<file path="src/rtl/pipeline_stage_reg_if.sv">
// Valid/ready handshake bundle for one elastic pipeline stage.
// The slave side is the stage register itself; the master side is the
// environment that feeds upstream payloads and drains downstream ones.
interface pipeline_stage_reg_if #(
    parameter int DATA_WIDTH = 64
);
    logic                  IN_VALID;
    logic [DATA_WIDTH-1:0] IN_DATA;
    logic                  IN_READY;
    logic                  OUT_VALID;
    logic [DATA_WIDTH-1:0] OUT_DATA;
    logic                  OUT_READY;

    modport slave (
        input  IN_VALID,
        input  IN_DATA,
        output IN_READY,
        output OUT_VALID,
        output OUT_DATA,
        input  OUT_READY
    );

    modport master (
        output IN_VALID,
        output IN_DATA,
        input  IN_READY,
        input  OUT_VALID,
        input  OUT_DATA,
        output OUT_READY
    );
endinterface

</file>
<file path="src/rtl/pipeline_stage_reg.sv">
// Elastic pipeline register with a two-entry skid buffer.
// MAIN drives the output; SKID absorbs one extra payload when downstream
// stalls, so IN_READY only depends on registered state plus the global
// BUSYWAIT/FLUSH controls and never on OUT_READY.
module pipeline_stage_reg #(
    parameter int                    DATA_WIDTH  = 64,
    parameter logic [DATA_WIDTH-1:0] RESET_VALUE = '0
) (
    input  logic                       CLK,
    input  logic                       RESET_N,
    input  logic                       BUSYWAIT,
    input  logic                       FLUSH,
    pipeline_stage_reg_if.slave        bus,
    output logic [1:0]                 OCCUPANCY
);

    // State encoding equals the number of held entries.
    localparam logic [1:0] ST_EMPTY = 2'd0;
    localparam logic [1:0] ST_ONE   = 2'd1;
    localparam logic [1:0] ST_FULL  = 2'd2;

    logic [1:0]            state_q, state_d;
    logic [DATA_WIDTH-1:0] main_q,  main_d;
    logic [DATA_WIDTH-1:0] skid_q,  skid_d;

    logic in_ready;
    logic out_valid;
    logic in_fire;
    logic out_fire;

    // RESET_N gates IN_READY so nothing is reported accepted while in reset.
    assign in_ready  = (state_q != ST_FULL) & ~BUSYWAIT & ~FLUSH & RESET_N;
    assign out_valid = (state_q != ST_EMPTY) & ~BUSYWAIT;
    assign in_fire   = bus.IN_VALID & in_ready;
    assign out_fire  = out_valid & bus.OUT_READY;

    assign bus.IN_READY  = in_ready;
    assign bus.OUT_VALID = out_valid;
    assign bus.OUT_DATA  = main_q;
    assign OCCUPANCY     = state_q;

    // Next-state and storage update: flush first, then freeze, then handshake.
    always_comb begin
        // NOTE: every output of this block gets a default first so no path
        // leaves a variable unassigned, which would otherwise infer a latch.
        state_d = state_q;
        main_d  = main_q;
        skid_d  = skid_q;
        if (FLUSH) begin
            state_d = ST_EMPTY;
            main_d  = RESET_VALUE;
            skid_d  = RESET_VALUE;
        end else if (!BUSYWAIT) begin
            case (state_q)
                ST_EMPTY: begin
                    if (in_fire) begin
                        state_d = ST_ONE;
                        main_d  = bus.IN_DATA;
                    end
                end
                ST_ONE: begin
                    if (in_fire && out_fire) begin
                        main_d = bus.IN_DATA;
                    end else if (in_fire) begin
                        state_d = ST_FULL;
                        skid_d  = bus.IN_DATA;
                    end else if (out_fire) begin
                        // MAIN keeps its stale value; OUT_VALID hides it.
                        state_d = ST_EMPTY;
                    end
                end
                ST_FULL: begin
                    if (out_fire) begin
                        state_d = ST_ONE;
                        main_d  = skid_q;
                    end
                end
                default: begin
                    state_d = ST_EMPTY;
                end
            endcase
        end
    end

    // State and payload registers; asynchronous reset clears both entries.
    always_ff @(posedge CLK or negedge RESET_N) begin
        // NOTE: the payload registers are reset too, because OUT_DATA must
        // show RESET_VALUE straight out of reset, not whatever was left over.
        if (!RESET_N) begin
            state_q <= ST_EMPTY;
            main_q  <= RESET_VALUE;
            skid_q  <= RESET_VALUE;
        end else begin
            // NOTE: non-blocking assignments so every register samples the
            // pre-edge values computed above, independent of statement order.
            state_q <= state_d;
            main_q  <= main_d;
            skid_q  <= skid_d;
        end
    end

endmodule

</file>
<file path="src/flat_wrapper.sv">
// flat-port wrapper written by rule: the top's interface ports become plain ports
module pipeline_stage_reg_flat 
#(
    parameter int                    DATA_WIDTH  = 64,
    parameter logic [DATA_WIDTH-1:0] RESET_VALUE = '0
)
  (CLK, RESET_N, BUSYWAIT, FLUSH, OCCUPANCY, bus_IN_VALID, bus_IN_DATA, bus_IN_READY, bus_OUT_VALID, bus_OUT_DATA, bus_OUT_READY);
  pipeline_stage_reg_if #(.DATA_WIDTH(DATA_WIDTH)) bus_i ();
  input  logic CLK;
  input  logic RESET_N;
  input  logic BUSYWAIT;
  input  logic FLUSH;
  output logic [1:0] OCCUPANCY;
  input wire logic [$bits(bus_i.IN_VALID)-1:0] bus_IN_VALID;
  input wire logic [$bits(bus_i.IN_DATA)-1:0] bus_IN_DATA;
  output wire logic [$bits(bus_i.IN_READY)-1:0] bus_IN_READY;
  output wire logic [$bits(bus_i.OUT_VALID)-1:0] bus_OUT_VALID;
  output wire logic [$bits(bus_i.OUT_DATA)-1:0] bus_OUT_DATA;
  input wire logic [$bits(bus_i.OUT_READY)-1:0] bus_OUT_READY;
  assign bus_i.IN_VALID = bus_IN_VALID;
  assign bus_i.IN_DATA = bus_IN_DATA;
  assign bus_IN_READY = bus_i.IN_READY;
  assign bus_OUT_VALID = bus_i.OUT_VALID;
  assign bus_OUT_DATA = bus_i.OUT_DATA;
  assign bus_i.OUT_READY = bus_OUT_READY;
  pipeline_stage_reg #(.DATA_WIDTH(DATA_WIDTH), .RESET_VALUE(RESET_VALUE)) u_core (.CLK(CLK), .RESET_N(RESET_N), .BUSYWAIT(BUSYWAIT), .FLUSH(FLUSH), .bus(bus_i), .OCCUPANCY(OCCUPANCY));
endmodule
</file>
<file path="config.mk">
export PLATFORM = sky130hd
export DESIGN_NAME = pipeline_stage_reg_flat
export DESIGN_NICKNAME = d
export VERILOG_FILES = /design/src/rtl/pipeline_stage_reg_if.sv /design/src/rtl/pipeline_stage_reg.sv /design/src/flat_wrapper.sv
export SDC_FILE = /design/constraint.sdc
export NUM_CORES = 1
export LEC_CHECK = 0
export CAP_MARGIN = 10
export CORE_MARGIN = 1.5
export CORE_UTILIZATION = 50
export DETAILED_ROUTE_END_ITERATION = 7
export PLACE_DENSITY = 0.8
export REMOVE_ABC_BUFFERS = 1
export SLEW_MARGIN = 10
export SYNTH_ARGS = -nofsm -noshare
export SYNTH_HDL_FRONTEND = slang
export SYNTH_SLANG_ARGS = --single-unit
</file>
<file path="constraint.sdc">
create_clock -name CLK -period 1.7 [get_ports CLK]
set_input_delay 0.34 -clock CLK [delete_from_list [all_inputs] [get_ports CLK]]
set_output_delay 0.34 -clock CLK [all_outputs]
set_load 0.005 [all_outputs]
</file>
# After elaboration in Yosys (flattened, before gate mapping)
# Index checks and enable logic that the tools add are counted.
[word_totals]
ff_bits = 130
latch_bits = 0
ramBits = 0
rom_bits = 0
out_inout_bits = 68
word_cells = 48
n_memories = 0
[classes]
n_addsub = 0
mul = 0
div_mod_pow = 0
magnitude_cmp = 0
eq_ne = 10
shifts = 0
muxes = 18
n_bitwise = 8
n_reduce_logical = 9
[ops]
columns = ["op", "n"]
rows = [
  ["2-to-1 mux 64 bit", 9],
  ["case mux 64 bit (3 select lines)", 1],
  ["2-to-1 mux 2 bit", 7],
  ["AND reduction 5 bit", 2],
  ["inequality test 3 x 2 -> 1 bit, second input constant", 3],
  ["AND 1 bit", 6],
  ["case mux 2 bit (3 select lines)", 1],
  ["nonzero test 2 bit", 3],
  ["inequality test 2 bit, second input constant", 2],
  ["inequality test 4 x 2 -> 1 bit, second input constant", 1],
  ["AND reduction 4 bit", 1],
  ["nonzero test 4 bit", 1],
  ["inequality test 3 bit, second input constant", 1],
  ["equality test 2 x 1 -> 1 bit, second input constant", 1],
  ["equality test 2 bit, second input constant", 1],
  ["zero test 2 bit", 1],
  ["inequality test 2 x 1 -> 1 bit, second input constant", 1],
  ["NOT 1 bit", 2],
  ["logical AND 1 bit", 1],
]

# Depth between registers and ports, before layout
[logic_depth]
word_depth = 10
ltp_mapped = 7
ltp_nobuf = 4

# Worst setup path before layout
# No wires, ideal clock.
[synth_timing]
kind = "reg-to-output"
start = "register u_core.state_q[1] (netlist: u_core.OCCUPANCY[1])"
end = "output port bus_IN_READY"
arrival_ns = 1.319
required_ns = 1.360
slack_ns = 0.041
stages_incl_launch_ff = 6
n_path_buf = 3
cell_sequence = "dfrtp_1 > buf_4 > nor2b_1 > buf_4 > buf_4 > nor4b_1"
[synth_via]
elab_chain_cells = 4
[synth_rtl]
columns = ["element", "line", "rtl"]
rows = [
  ["start: declaration", "pipeline_stage_reg.sv:22", "logic [1:0] state_q, state_d;"],
  ["start signal: assignment", "pipeline_stage_reg.sv:96", "state_q <= state_d;"],
  ["inequality test 2 bit", "pipeline_stage_reg.sv:32", "assign in_ready = (state_q != ST_FULL) & ~BUSYWAIT & ~FLUSH & RESET_N;"],
  ["AND 1 bit (3 in a row)", "pipeline_stage_reg.sv:32", ""],
  ["end: declaration", "flat_wrapper.sv:16", "output wire logic [$bits(bus_i.IN_READY)-1:0] bus_IN_READY;"],
]
# No other way between the ends.

# Final worst setup path
[layout_timing]
start = "register u_core.state_q[1] (netlist: u_core.OCCUPANCY[1])"
end = "register u_core.main_q[21] (netlist: u_core.bus.OUT_DATA[21])"
[layout_via]
elab_chain_cells = 8
[layout_rtl]
columns = ["element", "line", "rtl"]
rows = [
  ["inequality test 2 bit", "pipeline_stage_reg.sv:32", ""],
  ["AND 1 bit (3 in a row)", "pipeline_stage_reg.sv:32", ""],
  ["AND 1 bit", "pipeline_stage_reg.sv:34", "assign in_fire = bus.IN_VALID & in_ready;"],
  ["logical AND 1 bit", "pipeline_stage_reg.sv:62", "if (in_fire && out_fire) begin"],
  ["inequality test 3 x 2 -> 1 bit (no source line)", "n/a", ""],
  ["AND reduction 5 bit (no source line)", "n/a", ""],
  ["end signal: assignment", "pipeline_stage_reg.sv:97", "main_q <= main_d;"],
  ["end: declaration", "pipeline_stage_reg.sv:23", "logic [DATA_WIDTH-1:0] main_q, main_d;"],
]
# Several ways; a longest one is shown, not always the timed one. The select of a mux whose other input is x is not followed.
# A chain may end at the register's enable or synchronous reset.

==> results <==
- The run finished, with violations left.
- The final reports fail on negative setup slack.
- The number of instances in the synthesized netlist is 586.
- For this design the top-level I/O count stands at 138.
- The final total power is 8.40 mW.
- The number of diodes added for antenna fixing is 0.
- The die covers between 10000 and 15000 um2.
- Fill cells in the final layout number ~630.
- Setup repair after global routing could not meet its margin everywhere.
- The worst hold-check path type is in2async.
- The number of I/O port buffers is 137.
- By instance count, the cell type seen most on the critical path is buf_12.
- The maximum clock frequency is about 510 MHz.
- The number of synthesized register bits is 130.
- The final worst-path setup slack is -0.269 ns.
- Global routing used approximately 29% of the available tracks.
- The filler-free cell count of the finished design is 917.
- The tightest slew margin relative to the limit is 38.9%.
- The die extent in x is 111 um.
- The final-layout worst hold slack is 0.212 ns.
- The mapped netlist covers ~5900 um2.
- In this run the remaining antenna-violating nets after routing total 0.
- The utilization after layout is about four fifths.
- The leakage component of the power is around 3.7 nW.
- The effective utilization at floorplan is around 51%.
- The startpoint type of the worst setup path is a flip-flop.
- The number of H-tree branching levels is 4.
- The core region is around 11000 um2.
- The number of DRC markers after the initial detailed-route iteration is between 500 and 600.
- The Yosys step of the flow raised 0 warnings.
- The part of the cycle the worst path needs is 116%.
- The share of post-route cells with drive strength above 1 is 24.3%.
- The power density relative to cell area is 909 nW/um2.
- The post-layout instance area is 9240 um2.
- The maximum number of pins on one net before global-route repair is between 100 and 150.
- The TritonCTS sink count is 130.
- The largest driver fanout on the critical path is 15.
- The routed length per placed instance is 23.0 um.
- The y dimension of the die is 111 um.
- The global placer's final weighted congestion is 0.872.
- Once detailed placement completed, the half-perimeter wirelength came to 9.25 mm.
- A synthesized cell averages 10.0 um2.
- At the later pin of the worst-skew pair, clock insertion delay measures 0.42 ns.
- The tool flagged a number of max-cap violations equal to 0.
- The clock tree skew after final layout is 0.00675 ns.
- The wire length reported by the detailed router is between 20 and 25 mm.
- After detailed routing, the number of vias per cell comes to 6.04.
- In the routed design, unresolved DRC markers number 0.
- The number of distinct standard cells referenced by the synthesized netlist is 23.
- The clock tree root buffer cell is clkbuf_16.
- The global route total overflow is 0.
- At the pin with the least slew margin, the transition time is roughly 0.9 ns.
- The initial antenna violation count was 0.
- The slowest cell on the critical path is dfrtp_1.
- TritonCTS built the clock tree.
- The first-pass GRT wire length is between 20 and 30 mm.
- The layout overhead on the synthesized area is 57.6%.
- The detailed-routing iteration count for the pre-antenna-repair pass is 5.
- The clock passes through at most 2 buffers.
- The sequential-to-total area share from yosys stat is between 50 and 60%.
- The number of rows created at floorplan is 39.
- The worst setup path is captured at a flip-flop.
- The worst setup path is of the reg2reg kind.
- Clock tree synthesis inserted a total of 17 buffers.
- Summing all placed instances gives a cell area of about 7500 um2.
- The final net count is 831.
- The routed layout has 5537 vias.
- The delay of the slowest critical-path stage is around 0.39 ns.
- The worst IR drop on VDD is ~0.77 mV.
- The number of placed instances with taps included is roughly 850.
- The number of global-route vias before repair is around 5400.
- For the worst setup path, the data required time is 1.99 ns.
- The final number of hold-violating endpoints is 0.
- The setup check on the worst reg-to-reg path leaves a slack of -0.27 ns.
- Counting I/O delays and the setup requirement, the final critical path takes between 1.5 and 2 ns.
- The signal on the critical path passes through buf_6 > nand4b_1 > a31oi_4 > buf_12 > buf_12 > nor2_1 > a211oi_1.
- For the worst setup path, the data arrival time is 2.26 ns.
- Setup violations remaining at the end of the flow were counted as 130.
- The number of max-slew violations in the final report is 0.
- The clock-pin transition on the worst setup and hold timing paths is 0.06 ns.
critical path, delay by kind of cell (launching register included):
kind                   cells  cell delay [ns]
AND/OR/NAND/NOR            2             0.32
buffers and inverters      3             0.51
AO/OA/AOI/OAI              2             0.61
flip-flops                 1             0.39
where the power goes:
group          leakage (nW)  internal [mW]  switching [mW]  total [mW]
clock                 0.296           2.43            1.45        3.88
combinational          1.65          0.641           0.582        1.22
sequential             1.78           3.21          0.0859        3.29
total                  3.73           6.28            2.12        8.40
final timing paths:
kind / to / cells past startpoint / from
min reg2reg: u_core.skid_q[34]$_DFFE_PN0P_ / 2 / u_core.skid_q[34]$_DFFE_PN0P_
min: u_core.bus.OUT_DATA[46]$_DFFE_PN0P_ / 3 / RESET_N
max in group asynchronous: u_core.bus.OUT_DATA[45]$_DFFE_PN0P_ / 3 / RESET_N
min in group CLK: u_core.OCCUPANCY[0]$_DFFE_PN0P_ / 3 / FLUSH
max: u_core.bus.OUT_DATA[21]$_DFFE_PN0P_ / 7 / u_core.OCCUPANCY[1]$_DFFE_PN0P_
max reg2reg: u_core.bus.OUT_DATA[21]$_DFFE_PN0P_ / 7 / u_core.OCCUPANCY[1]$_DFFE_PN0P_
cell usage after synthesis:
library cell / number / share of area (%)
nor4b_1: 1 / 0.15
buf_4: 11 / 1.4
nand3b_1: 1 / 0.13
dfrtp_1: 130 / 56
mux2i_1: 64 / 11
nor4_4: 1 / 0.36
nand2b_1: 2 / 0.21
o21a_1: 1 / 0.13
a21oi_1: 67 / 5.7
clkbuf_1: 17 / 1.1
a211oi_1: 64 / 8.2
buf_6: 5 / 0.96
clkbuf_4: 3 / 0.38
a31oi_1: 1 / 0.11
or4_1: 1 / 0.13
o21ai_0: 1 / 0.085
a211o_1: 1 / 0.15
nor2b_1: 1 / 0.11
buf_2: 15 / 1.3
nand4b_1: 1 / 0.15
nand4bb_1: 1 / 0.19
nand2_1: 130 / 8.3
nor2_1: 67 / 4.3
layout by cell type (no fill, tap or decap), types with 2 or more instances in the layout:
cell type and instances:
dlygate4sd2_1 4, buf_6 15, clkbuf_16 26, a211oi_1 28
clkinv_4 3, buf_8 2, buf_4 23, nand2_2 2
nand2_4 7, nand2_1 121, buf_16 7, a211oi_2 36
clkbuf_8 3, nor2_1 50, mux2i_1 64, clkdlybuf4s50_1 127
a21oi_1 51, dfrtp_1 130, bufinv_16 3, a21oi_2 16
clkinvlp_4 3, buf_12 14, dlymetal6s2s_1 3, nor2_2 14
nor2_4 3
metal layers:
metal / part of all wire [%] / GRT usage (%) / wire length [um] / vias up
li1: - / - / - / 2382
met1: 39 / 38.4 / 8290 / 2772
met2: 50 / 49.2 / 10500 / 326
met3: 7.9 / 6.45 / 1670 / 57
met4: 3.1 / 8.19 / 644 / 0
met5: 0 / 0 / 0 / -
final cells by class:
type                    instances  area [um2]  share of cell area [%]
clock inverters                11         153                    1.65
flip-flops and latches        130        3250                    35.2
repair buffers                207        2460                    26.6
clock buffers                  21         470                    5.09
well taps                     143         179                    1.94
multi-input cells             405        2720                    29.4
flip-flops by register name, indices dropped and copies added (netlist names):
register / count
u_core.OCCUPANCY: 2
u_core.bus.OUT_DATA: 64
u_core.skid_q: 64
what timing repair did:
item / 4_1_cts / 5_1_grt
buffers inserted: 10 / 10
pin swaps: 8 / 42
gates cloned: 11 / 10
setup endpoints to repair: 133 / 130
resized for setup: 41 / 104
hold buffers: 1 / 0
endpoints found under the hold margin: 2 / 0
metrics by stage:
stage          setup WS (ns)  setup TNS [ns]
2_1_floorplan          -4.69         -350.70
3_3_place_gp          -0.402          -47.63
3_5_place_dp          -0.477          -55.01
4_1_cts               -0.102           -5.18
5_1_grt               -0.278          -20.64
6_report              -0.269          -14.86
kinds of logic (layout without fill, tap and decap cells):
group | Yosys count | in the layout | share of synthesized area, %
compound gates | 135 | 135 | 14.4
buf+inv | 51 | 239 | 5.12
flops | 130 | 130 | 55.5
mux | 64 | 64 | 10.9
simple gates | 206 | 206 | 14.0
Note: power is estimated with default switching activity, not from simulation.
